==> config.mk <==
export PLATFORM = sky130hd
export DESIGN_NAME = nou_spu_rd_master
export DESIGN_NICKNAME = d
export VERILOG_FILES = /design/src/rtl/nou_spu_pkg.sv /design/src/rtl/nou_spu_burst_calc.sv /design/src/rtl/nou_spu_rd_master.sv
export SDC_FILE = /design/constraint.sdc
export NUM_CORES = 2
export LEC_CHECK = 0
export ABC_AREA = 1
export ABC_CLOCK_PERIOD_IN_PS = 2700
export CORE_AREA = 4 4 500 502
export CTS_BUF_LIST = sky130_fd_sc_hd__clkbuf_2 sky130_fd_sc_hd__clkbuf_4 sky130_fd_sc_hd__clkbuf_8
export CTS_CLUSTER_SIZE = 20
export DETAILED_ROUTE_END_ITERATION = 8
export DIE_AREA = 0 0 504 506
export PLACE_DENSITY = 0.42
export SYNTH_ARGS = -nofsm -noshare
export SYNTH_HDL_FRONTEND = slang
export SYNTH_SLANG_ARGS = --single-unit
==> constraint.sdc <==
create_clock -name clk -period 2.7 [get_ports clk]
set_clock_uncertainty 0.2 [all_clocks]
set_input_delay 0.54 -clock clk [delete_from_list [all_inputs] [get_ports clk]]
set_output_delay 0.54 -clock clk [all_outputs]
set_load 0.05 [all_outputs]
==> src/rtl/nou_spu_pkg.sv <==
// nou_spu_pkg: shared constants and types for the NOU send-side read master.
//   - flit type codes placed on od_dat_type
//   - AXI burst / resp encodings
//   - FSM state codes and the region enum
// The TID/TYPE widths come from system-wide macros. Fallback values are
// supplied here so that the slice builds on its own.

`ifndef NOU_TID_WIDTH
`define NOU_TID_WIDTH 8
`endif
`ifndef NOU_TYPE_WIDTH
`define NOU_TYPE_WIDTH 2
`endif

package nou_spu_pkg;

  localparam int TID_W  = `NOU_TID_WIDTH;
  localparam int TYPE_W = `NOU_TYPE_WIDTH;

  // outbound flit type codes
  localparam logic [TYPE_W-1:0] HDR_FLIT = TYPE_W'(0);
  localparam logic [TYPE_W-1:0] HDR_LAST = TYPE_W'(1);
  localparam logic [TYPE_W-1:0] DAT_FLIT = TYPE_W'(2);
  localparam logic [TYPE_W-1:0] DAT_LAST = TYPE_W'(3);

  // AXI encodings
  localparam logic [1:0] AXI_BURST_INCR = 2'b01;
  localparam logic [1:0] AXI_RESP_OKAY  = 2'b00;
  localparam logic [1:0] AXI_RESP_SLVERR = 2'b10;

  // FSM state codes
  localparam logic [1:0] ST_IDLE = 2'd0;
  localparam logic [1:0] ST_AR   = 2'd1;
  localparam logic [1:0] ST_R    = 2'd2;
  localparam logic [1:0] ST_DONE = 2'd3;

  // packet region currently being fetched
  typedef enum logic {
    RGN_HDR = 1'b0,
    RGN_DAT = 1'b1
  } region_e;

endpackage

==> src/rtl/nou_spu_burst_calc.sv <==
// nou_spu_burst_calc: combinational burst sizing for the read master.
//   page_off   in  low 12 address bits of the next burst
//   remaining  in  beats still to fetch in the current region
//   n          out beats in the next burst
//   arlen      out n-1, in AXI encoding
// n = min(remaining, MAX_BURST). With NOU_SPU_4K_SPLIT_EN defined, n is also
// clamped so that the burst stops at the next 4 KB boundary.

module nou_spu_burst_calc
  import nou_spu_pkg::*;
#(
  parameter int SZ_WIDTH  = 16,
  parameter int BPB       = 64,
  parameter int MAX_BURST = 16
) (
  input  logic [11:0]         page_off,
  input  logic [SZ_WIDTH-1:0] remaining,
  output logic [8:0]          n,
  output logic [7:0]          arlen
);

  localparam int BPB_LOG2 = $clog2(BPB);
  // compare width covering both the beat counter and the 13-bit page math
  localparam int CW = (SZ_WIDTH > 13) ? SZ_WIDTH : 13;

  logic [CW-1:0] rem_c;
  logic [CW-1:0] lim_c;

`ifdef NOU_SPU_4K_SPLIT_EN
  logic [12:0] page_bytes;
  logic [12:0] page_beats;

  always_comb begin
    // a BPB-aligned address always leaves at least one whole beat in the page
    page_bytes = 13'h1000 - {1'b0, page_off};
    page_beats = page_bytes >> BPB_LOG2;
    lim_c      = CW'(MAX_BURST);
    if (CW'(page_beats) < lim_c) begin
      lim_c = CW'(page_beats);
    end
  end
`else
  logic unused_page_off;
  assign unused_page_off = ^page_off;

  always_comb begin
    lim_c = CW'(MAX_BURST);
  end
`endif

  assign rem_c = CW'(remaining);
  assign n     = 9'((rem_c < lim_c) ? rem_c : lim_c);
  assign arlen = 8'(n - 9'd1);

endmodule

==> src/rtl/nou_spu_rd_master.sv <==
// nou_spu_rd_master: fetches a packet (header region, then data region) over
// AXI read and emits it as data flits towards the router.
//
// Ports
//   clk, rst                 clock, synchronous active-high reset
//   start/start_tid          one-cycle request and transaction id
//   hdr_addr/hdr_sz          header base (BPB-aligned) and length in bytes
//   dat_addr/dat_sz          data base (BPB-aligned) and length in bytes
//   busy, rd_done, rd_err    status; rd_err qualifies the rd_done pulse
//   axi_ar*                  AXI read address channel (master)
//   axi_r*                   AXI read data channel (master)
//   od_*                     outbound data flit channel, valid/ready
//
// Build option: NOU_SPU_4K_SPLIT_EN keeps every burst inside one 4 KB page.
//
// state   | meaning
// IDLE    | waiting for start
// AR      | presenting one burst request, held until arrdy
// R       | accepting beats of the outstanding burst into the flit register
// DONE    | waiting for the last flit to leave, then pulse rd_done

module nou_spu_rd_master
  import nou_spu_pkg::*;
#(
  parameter int DATA_WIDTH = 512,
  parameter int ADDR_WIDTH = 64,
  parameter int ID_WIDTH   = 4,
  parameter int SZ_WIDTH   = 16,
  parameter int MAX_BURST  = 16,
  parameter int ARID_VAL   = 0
) (
  input  logic                       clk,
  input  logic                       rst,
  input  logic                       start,
  input  logic [`NOU_TID_WIDTH-1:0]  start_tid,
  input  logic [ADDR_WIDTH-1:0]      hdr_addr,
  input  logic [SZ_WIDTH-1:0]        hdr_sz,
  input  logic [ADDR_WIDTH-1:0]      dat_addr,
  input  logic [SZ_WIDTH-1:0]        dat_sz,
  output logic                       busy,
  output logic                       rd_done,
  output logic                       rd_err,
  output logic [ID_WIDTH-1:0]        axi_arid,
  output logic [ADDR_WIDTH-1:0]      axi_araddr,
  output logic [7:0]                 axi_arlen,
  output logic [2:0]                 axi_arsize,
  output logic [1:0]                 axi_arburst,
  output logic                       axi_arvld,
  input  logic                       axi_arrdy,
  input  logic [ID_WIDTH-1:0]        axi_rid,
  input  logic [DATA_WIDTH-1:0]      axi_rdata,
  input  logic [1:0]                 axi_rresp,
  input  logic                       axi_rlast,
  input  logic                       axi_rvld,
  output logic                       axi_rrdy,
  output logic                       od_valid,
  output logic [`NOU_TID_WIDTH-1:0]  od_dat_tid,
  output logic [`NOU_TYPE_WIDTH-1:0] od_dat_type,
  output logic [DATA_WIDTH-1:0]      od_dat_data,
  input  logic                       od_ready
);

  localparam int BPB      = DATA_WIDTH / 8;
  localparam int BPB_LOG2 = $clog2(BPB);
  localparam int SZP1     = SZ_WIDTH + 1;

  logic [1:0]                state;
  region_e                   region;
  logic [ADDR_WIDTH-1:0]     cur_addr;
  logic [ADDR_WIDTH-1:0]     dat_addr_q;
  logic [SZ_WIDTH-1:0]       region_left;
  logic [SZ_WIDTH-1:0]       dat_beats;
  logic [8:0]                burst_n;
  logic [8:0]                burst_left;
  logic                      err;
  logic                      flit_full;
  logic [`NOU_TID_WIDTH-1:0] tid_q;

  logic [SZ_WIDTH:0]         hdr_round;
  logic [SZ_WIDTH:0]         dat_round;
  logic [SZ_WIDTH-1:0]       hdr_beats_in;
  logic [SZ_WIDTH-1:0]       dat_beats_in;
  logic [8:0]                calc_n;
  logic [7:0]                calc_arlen;
  logic                      ar_active;
  logic                      rd_hs;
  logic                      cnt_last;
  logic                      burst_end;
  logic [SZ_WIDTH-1:0]       region_left_dec;
  logic [`NOU_TYPE_WIDTH-1:0] beat_type;

  logic unused_rid;
  assign unused_rid = ^axi_rid;

  // byte size -> beat count, rounding a partial tail beat up
  assign hdr_round    = {1'b0, hdr_sz} + SZP1'(BPB - 1);
  assign dat_round    = {1'b0, dat_sz} + SZP1'(BPB - 1);
  assign hdr_beats_in = SZ_WIDTH'(hdr_round >> BPB_LOG2);
  assign dat_beats_in = SZ_WIDTH'(dat_round >> BPB_LOG2);

  nou_spu_burst_calc #(
    .SZ_WIDTH  (SZ_WIDTH),
    .BPB       (BPB),
    .MAX_BURST (MAX_BURST)
  ) u_burst_calc (
    .page_off  (cur_addr[11:0]),
    .remaining (region_left),
    .n         (calc_n),
    .arlen     (calc_arlen)
  );

  assign ar_active   = (state == ST_AR);
  assign axi_arvld   = ar_active;
  assign axi_araddr  = ar_active ? cur_addr : '0;
  assign axi_arlen   = ar_active ? calc_arlen : 8'd0;
  assign axi_arsize  = ar_active ? 3'(BPB_LOG2) : 3'd0;
  assign axi_arburst = ar_active ? AXI_BURST_INCR : 2'b00;
  assign axi_arid    = ar_active ? ID_WIDTH'(ARID_VAL) : '0;

  assign busy      = (state != ST_IDLE);
  assign axi_rrdy  = (state == ST_R) && (!flit_full || od_ready);
  assign rd_hs     = axi_rvld && axi_rrdy;
  assign cnt_last  = (burst_left == 9'd1);
  // a burst ends on rlast or on the expected count, whichever comes first
  assign burst_end = axi_rlast || cnt_last;
  assign region_left_dec = region_left - SZ_WIDTH'(1);

  always_comb begin
    if (region == RGN_HDR) begin
      beat_type = ((region_left == SZ_WIDTH'(1)) && (dat_beats == '0)) ? HDR_LAST : HDR_FLIT;
    end else begin
      beat_type = (region_left == SZ_WIDTH'(1)) ? DAT_LAST : DAT_FLIT;
    end
  end

  always_ff @(posedge clk) begin
    if (rst) begin
      state       <= ST_IDLE;
      region      <= RGN_HDR;
      cur_addr    <= '0;
      dat_addr_q  <= '0;
      region_left <= '0;
      dat_beats   <= '0;
      burst_n     <= '0;
      burst_left  <= '0;
      err         <= 1'b0;
      tid_q       <= '0;
      rd_done     <= 1'b0;
      rd_err      <= 1'b0;
    end else begin
      rd_done <= 1'b0;
      rd_err  <= 1'b0;
      case (state)
        ST_IDLE: begin
          if (start) begin
            tid_q      <= start_tid;
            dat_addr_q <= dat_addr;
            dat_beats  <= dat_beats_in;
            err        <= 1'b0;
            if (hdr_beats_in != '0) begin
              region      <= RGN_HDR;
              cur_addr    <= hdr_addr;
              region_left <= hdr_beats_in;
              state       <= ST_AR;
            end else if (dat_beats_in != '0) begin
              region      <= RGN_DAT;
              cur_addr    <= dat_addr;
              region_left <= dat_beats_in;
              state       <= ST_AR;
            end else begin
              state <= ST_DONE;
            end
          end
        end
        ST_AR: begin
          if (axi_arrdy) begin
            burst_n    <= calc_n;
            burst_left <= calc_n;
            state      <= ST_R;
          end
        end
        ST_R: begin
          if (rd_hs) begin
            burst_left  <= burst_left - 9'd1;
            region_left <= region_left_dec;
            if ((axi_rresp != AXI_RESP_OKAY) || (axi_rlast != cnt_last)) begin
              err <= 1'b1;
            end
            if (burst_end) begin
              cur_addr <= cur_addr + (ADDR_WIDTH'(burst_n) << BPB_LOG2);
              if (region_left_dec != '0) begin
                state <= ST_AR;
              end else if ((region == RGN_HDR) && (dat_beats != '0)) begin
                region      <= RGN_DAT;
                cur_addr    <= dat_addr_q;
                region_left <= dat_beats;
                state       <= ST_AR;
              end else begin
                state <= ST_DONE;
              end
            end
          end
        end
        ST_DONE: begin
          // the flit leaving this cycle (if any) is the last one
          if (!flit_full || od_ready) begin
            rd_done <= 1'b1;
            rd_err  <= err;
            state   <= ST_IDLE;
          end
        end
        default: state <= ST_IDLE;
      endcase
    end
  end

  // one-entry flit stage; load and drain in one cycle keeps full throughput
  always_ff @(posedge clk) begin
    if (rst) begin
      flit_full   <= 1'b0;
      od_dat_tid  <= '0;
      od_dat_type <= '0;
      od_dat_data <= '0;
    end else if (rd_hs) begin
      flit_full   <= 1'b1;
      od_dat_tid  <= tid_q;
      od_dat_type <= beat_type;
      od_dat_data <= axi_rdata;
    end else if (od_ready) begin
      flit_full <= 1'b0;
    end
  end

  assign od_valid = flit_full;

endmodule

==> flow_metrics.py <==
metrics = {
    "worst_setup_path": {
        "worstPathCellList": "nor2_4 > nand2_2 > nor2_4 > nand3_4 > nor2_4 > inv_2 > ha_4 > inv_4 > nor3_4 > a31o_4 > buf_8",
        "reg2reg_to": "cur_addr[43]",
        "slowest_delay_ns": 0.34,
        "cp.arrival_ns": 2.58,
        "r2r_slack_ns": -0.16,
        "cpMaxStageDelayCell": "dfxtp_2",
        "crit_path_end_kind": "primary output",
        "worst_ep_required_time_ns": 1.96,
        "critical_path.endpoint": "axi_arlen[4]",
        "critPathTopFamily": "simple AND/OR/NAND/NOR gates",
        "reg2reg_depth": 19,
        "cp_max_fo": 3,
        "critPathBufInv": 3,
        "path_depth": 11,
        "path_class": "flip-flop to primary output",
        "crit_top_cell": "nor2_4",
        "crit_start": "region_left[6]",
        "start_kind": "flip-flop",
        "reg2reg_from": "region_left[2]",
    },
    "sta": {
        "hold_slack_ns": 0.122,
        "slew_violations": 0,
        "fmax_mhz": 301,
        "rsz0062_at_grt": "true",
        "hold_viol": 0,
        "worstMarginPinSlew_ns": 0.872,
        "period_share_pct": 123,
        "setup_slack_ns": -0.623,
        "setup_violations": 143,
        "maxSlewHeadroom_pct": 41.9,
        "fin_crit_ns": 3.32,
        "fin_tns_setup_ns": -27.60,
    },
    "placement": {
        "detailed_place.area_sq_um": 51200,
        "dp_hpwl_um": 222000,
        "gp_congestion": 0.919,
        "io_buffers": 1291,
    },
    "synthesis": {
        "synth_warnings": 0,
        "synth-edff-count": 0,
        "ys_types": 43,
        "syn_avg_cell_area_sq_um": 6.55,
        "synthCells": 4864,
        "ys.flop_type": "dfxtp_1",
        "synthArstFlopShare_pct": 0,
        "synth_area_sq_um": 31800,
        "ys_seq_area_share_pct": 44.6,
        "synth_seq_cells": 710,
    },
    "floorplanning": {
        "row_count": 182,
        "initial_core_util_pct": 13.0,
        "dieArea_sq_um": 255000,
        "core_sq_um": 245000,
        "die_y_um": 506,
        "fp.dieW_um": 504,
        "num_io_pins": 1302,
    },
    "global_routing": {
        "antenna_found_initial": 155,
        "grt_max_degree": 136,
        "grt.overflow.total": 0,
        "grt_pass1_vias": 40500,
        "track_usage_pct": 19.9,
        "grt_pass1_wl_um": 353000,
    },
    "status": {
        "status": "complete, but fails checks",
        "violations": "setup timing",
    },
    "detailed_routing": {
        "first_pass_iters": 5,
        "wl_per_cell_um": 25.8,
        "drcViolationCount": 0,
        "drt_iter0_markers": 2566,
        "antenna_left": 0,
        "wirelength_um": 266000,
        "num_vias": 41200,
        "via_per_inst": 4.00,
    },
    "power_and_ir_drop": {
        "vdd_drop_max_mv": 0.399,
        "p_leak_uw": 0.0252,
        "p_per_area_nw_per_um2": 716,
    },
    "final_layout": {
        "fin_area_sq_um": 61500,
        "area_growth_pct": 93.2,
        "nets": 7642,
        "drive_gt1_share_pct": 19.6,
    },
    "cts": {
        "clk-insertion-delay-late_ns": 0.92,
        "clockBufferDepth": 3,
        "cts_buffers": 151,
        "h-tree-depth": 4,
        "cts_tree": "done",
        "cts_sinks": 710,
        "cts_root_buffer": "clkbuf_8",
        "clk_pin_slew_worst_paths_ns": 0.06,
    },
    "run": {
        "max-cap-violations": 0,
    },
    "min_path": {
        "worst_hold_path_type": "input port to flip-flop",
    },
}
==> placed cells by master, fill, tap and decap left out, types with 20 or more instances in the layout <==
master           synthesis  routed
a21oi_1                626     622
buf_12                   0     134
buf_16                   0      20
buf_4                   17     615
clkbuf_4                 0      39
clkbuf_8                 0     182
clkdlybuf4s15_1          0      70
clkdlybuf4s15_2          0     108
clkdlybuf4s50_1          0     687
dfxtp_1                710     702
diode_2                  0      40
dlygate4sd2_1            0      50
dlygate4sd3_1            0     490
inv_1                  296     283
nand2_1               1955    1917
nand2_2                  1      31
nand3_1                147     129
nand4_1                 51      51
nor2_1                 454     369
nor2_4                   2      83
nor3_1                  28      25
o21ai_0                158     153
xor2_1                  28      26
==> report_power, final <==
part           internal, uW  total [uW]  leakage (uW)  switching, uW
combinational          6840       18200        0.0177          11400
sequential            11900       12900       0.00578           1040
clock                  7190       12900       0.00172           5700
==> through the flow <==
stage	power, uW	instances	util (%)	setup slack (ns)
finish	44100	10300	25.1	-0.623
global route	46500	10300	25.1	-0.839
CTS	44500	10200	24.9	-0.834
detailed placement	29400	9437	20.9	-0.617
global placement	29300	9437	20.9	-0.607
floorplan	21500	4869	-	-0.282
==> flip-flops by register name, indices dropped and copies added, names as in the netlist <==
name         flops
od_dat_type      2
cur_addr        64
rd_done          1
dat_addr_q      64
od_valid         1
dat_beats       11
od_dat_data    512
rd_err           1
burst_n          9
burst_left       9
state            2
region           1
err              1
od_dat_tid       8
region_left     16
tid_q            8
==> cell families after synthesis <==
logic type / Yosys count / share of synthesized area (%)
compound gates: 821 / 13.2
xor+xnor: 33 / 0.908
fa+ha+maj: 16 / 0.652
buf+inv: 605 / 7.48
flops: 710 / 44.6
other cells: 1 / 0.0118
simple gates: 2678 / 33.1
==> worst min path at each step <==
stage / startpoint / endpoint / slack [ns] / cells after the start
floorplan: burst_n[5] / burst_n[5] / 0.21 / 2
global placement: burst_n[6] / burst_n[6] / 0.22 / 2
detailed placement: burst_n[7] / burst_n[7] / 0.22 / 2
CTS: axi_rdata[188] / od_dat_data[188] / 0.0009 / 3
global route: axi_rdata[454] / od_dat_data[454] / 0.01 / 3
finish: axi_rdata[454] / od_dat_data[454] / 0.12 / 3
==> cell usage after synthesis (2+ instances only) <==
master | n | area (sq um)
nand2_1 | 1955 | 7340
dfxtp_1 | 710 | 14200
a21oi_1 | 626 | 3130
nor2_1 | 454 | 1700
inv_1 | 296 | 1110
clkbuf_1 | 240 | 901
o21ai_0 | 158 | 791
nand3_1 | 147 | 736
nand4_1 | 51 | 319
buf_2 | 31 | 155
nor3_1 | 28 | 140
xor2_1 | 28 | 245
o211ai_1 | 19 | 143
buf_4 | 17 | 128
ha_1 | 15 | 188
nor2_2 | 11 | 68.8
buf_1 | 10 | 37.5
and2_1 | 9 | 56.3
inv_2 | 7 | 26.3
nor4_1 | 6 | 37.5
o21bai_1 | 6 | 45.0
nand3b_1 | 5 | 37.5
xnor2_1 | 5 | 43.8
nand3_2 | 4 | 40.0
clkinv_1 | 3 | 11.3
o21a_1 | 3 | 22.5
a221oi_1 | 2 | 17.5
nor2_4 | 2 | 22.5
or2_2 | 2 | 12.5
==> what timing repair did <==
action / CTS / global route
pin swaps: 46 / 39
hold buffers: 490 / 0
setup endpoints to repair: 377 / 211
gates cloned: 20 / 1
buffers inserted: 44 / 15
endpoints found under the hold margin: 500 / 0
gates resized for setup: 722 / 65
==> layer usage <==
metal | share of wire (%) | GRT usage, %
met1 | 40 | 23.1
met2 | 50 | 35.8
met3 | 7.3 | 5.96
met4 | 2.6 | 4.56
met5 | 0.11 | 0
==> area by class of cell <==
type	instances	area, sq um
fill	27200	184000
tap	3220	4030
sequential	710	14200
clock buffer	221	2800
clock inverter	37	448
multi-input combinational	3554	16300
timing repair buffer	2208	22400
inverter	306	1190
antenna	40	100
timing repair inverter	2	36.3
==> worst min-delay path: stages <==
cell and delay, ns:
clkdlybuf4s50_1 0.47, nand2_1 0.10, a21oi_1 0.05
Note: power is estimated with default switching activity, not from simulation.
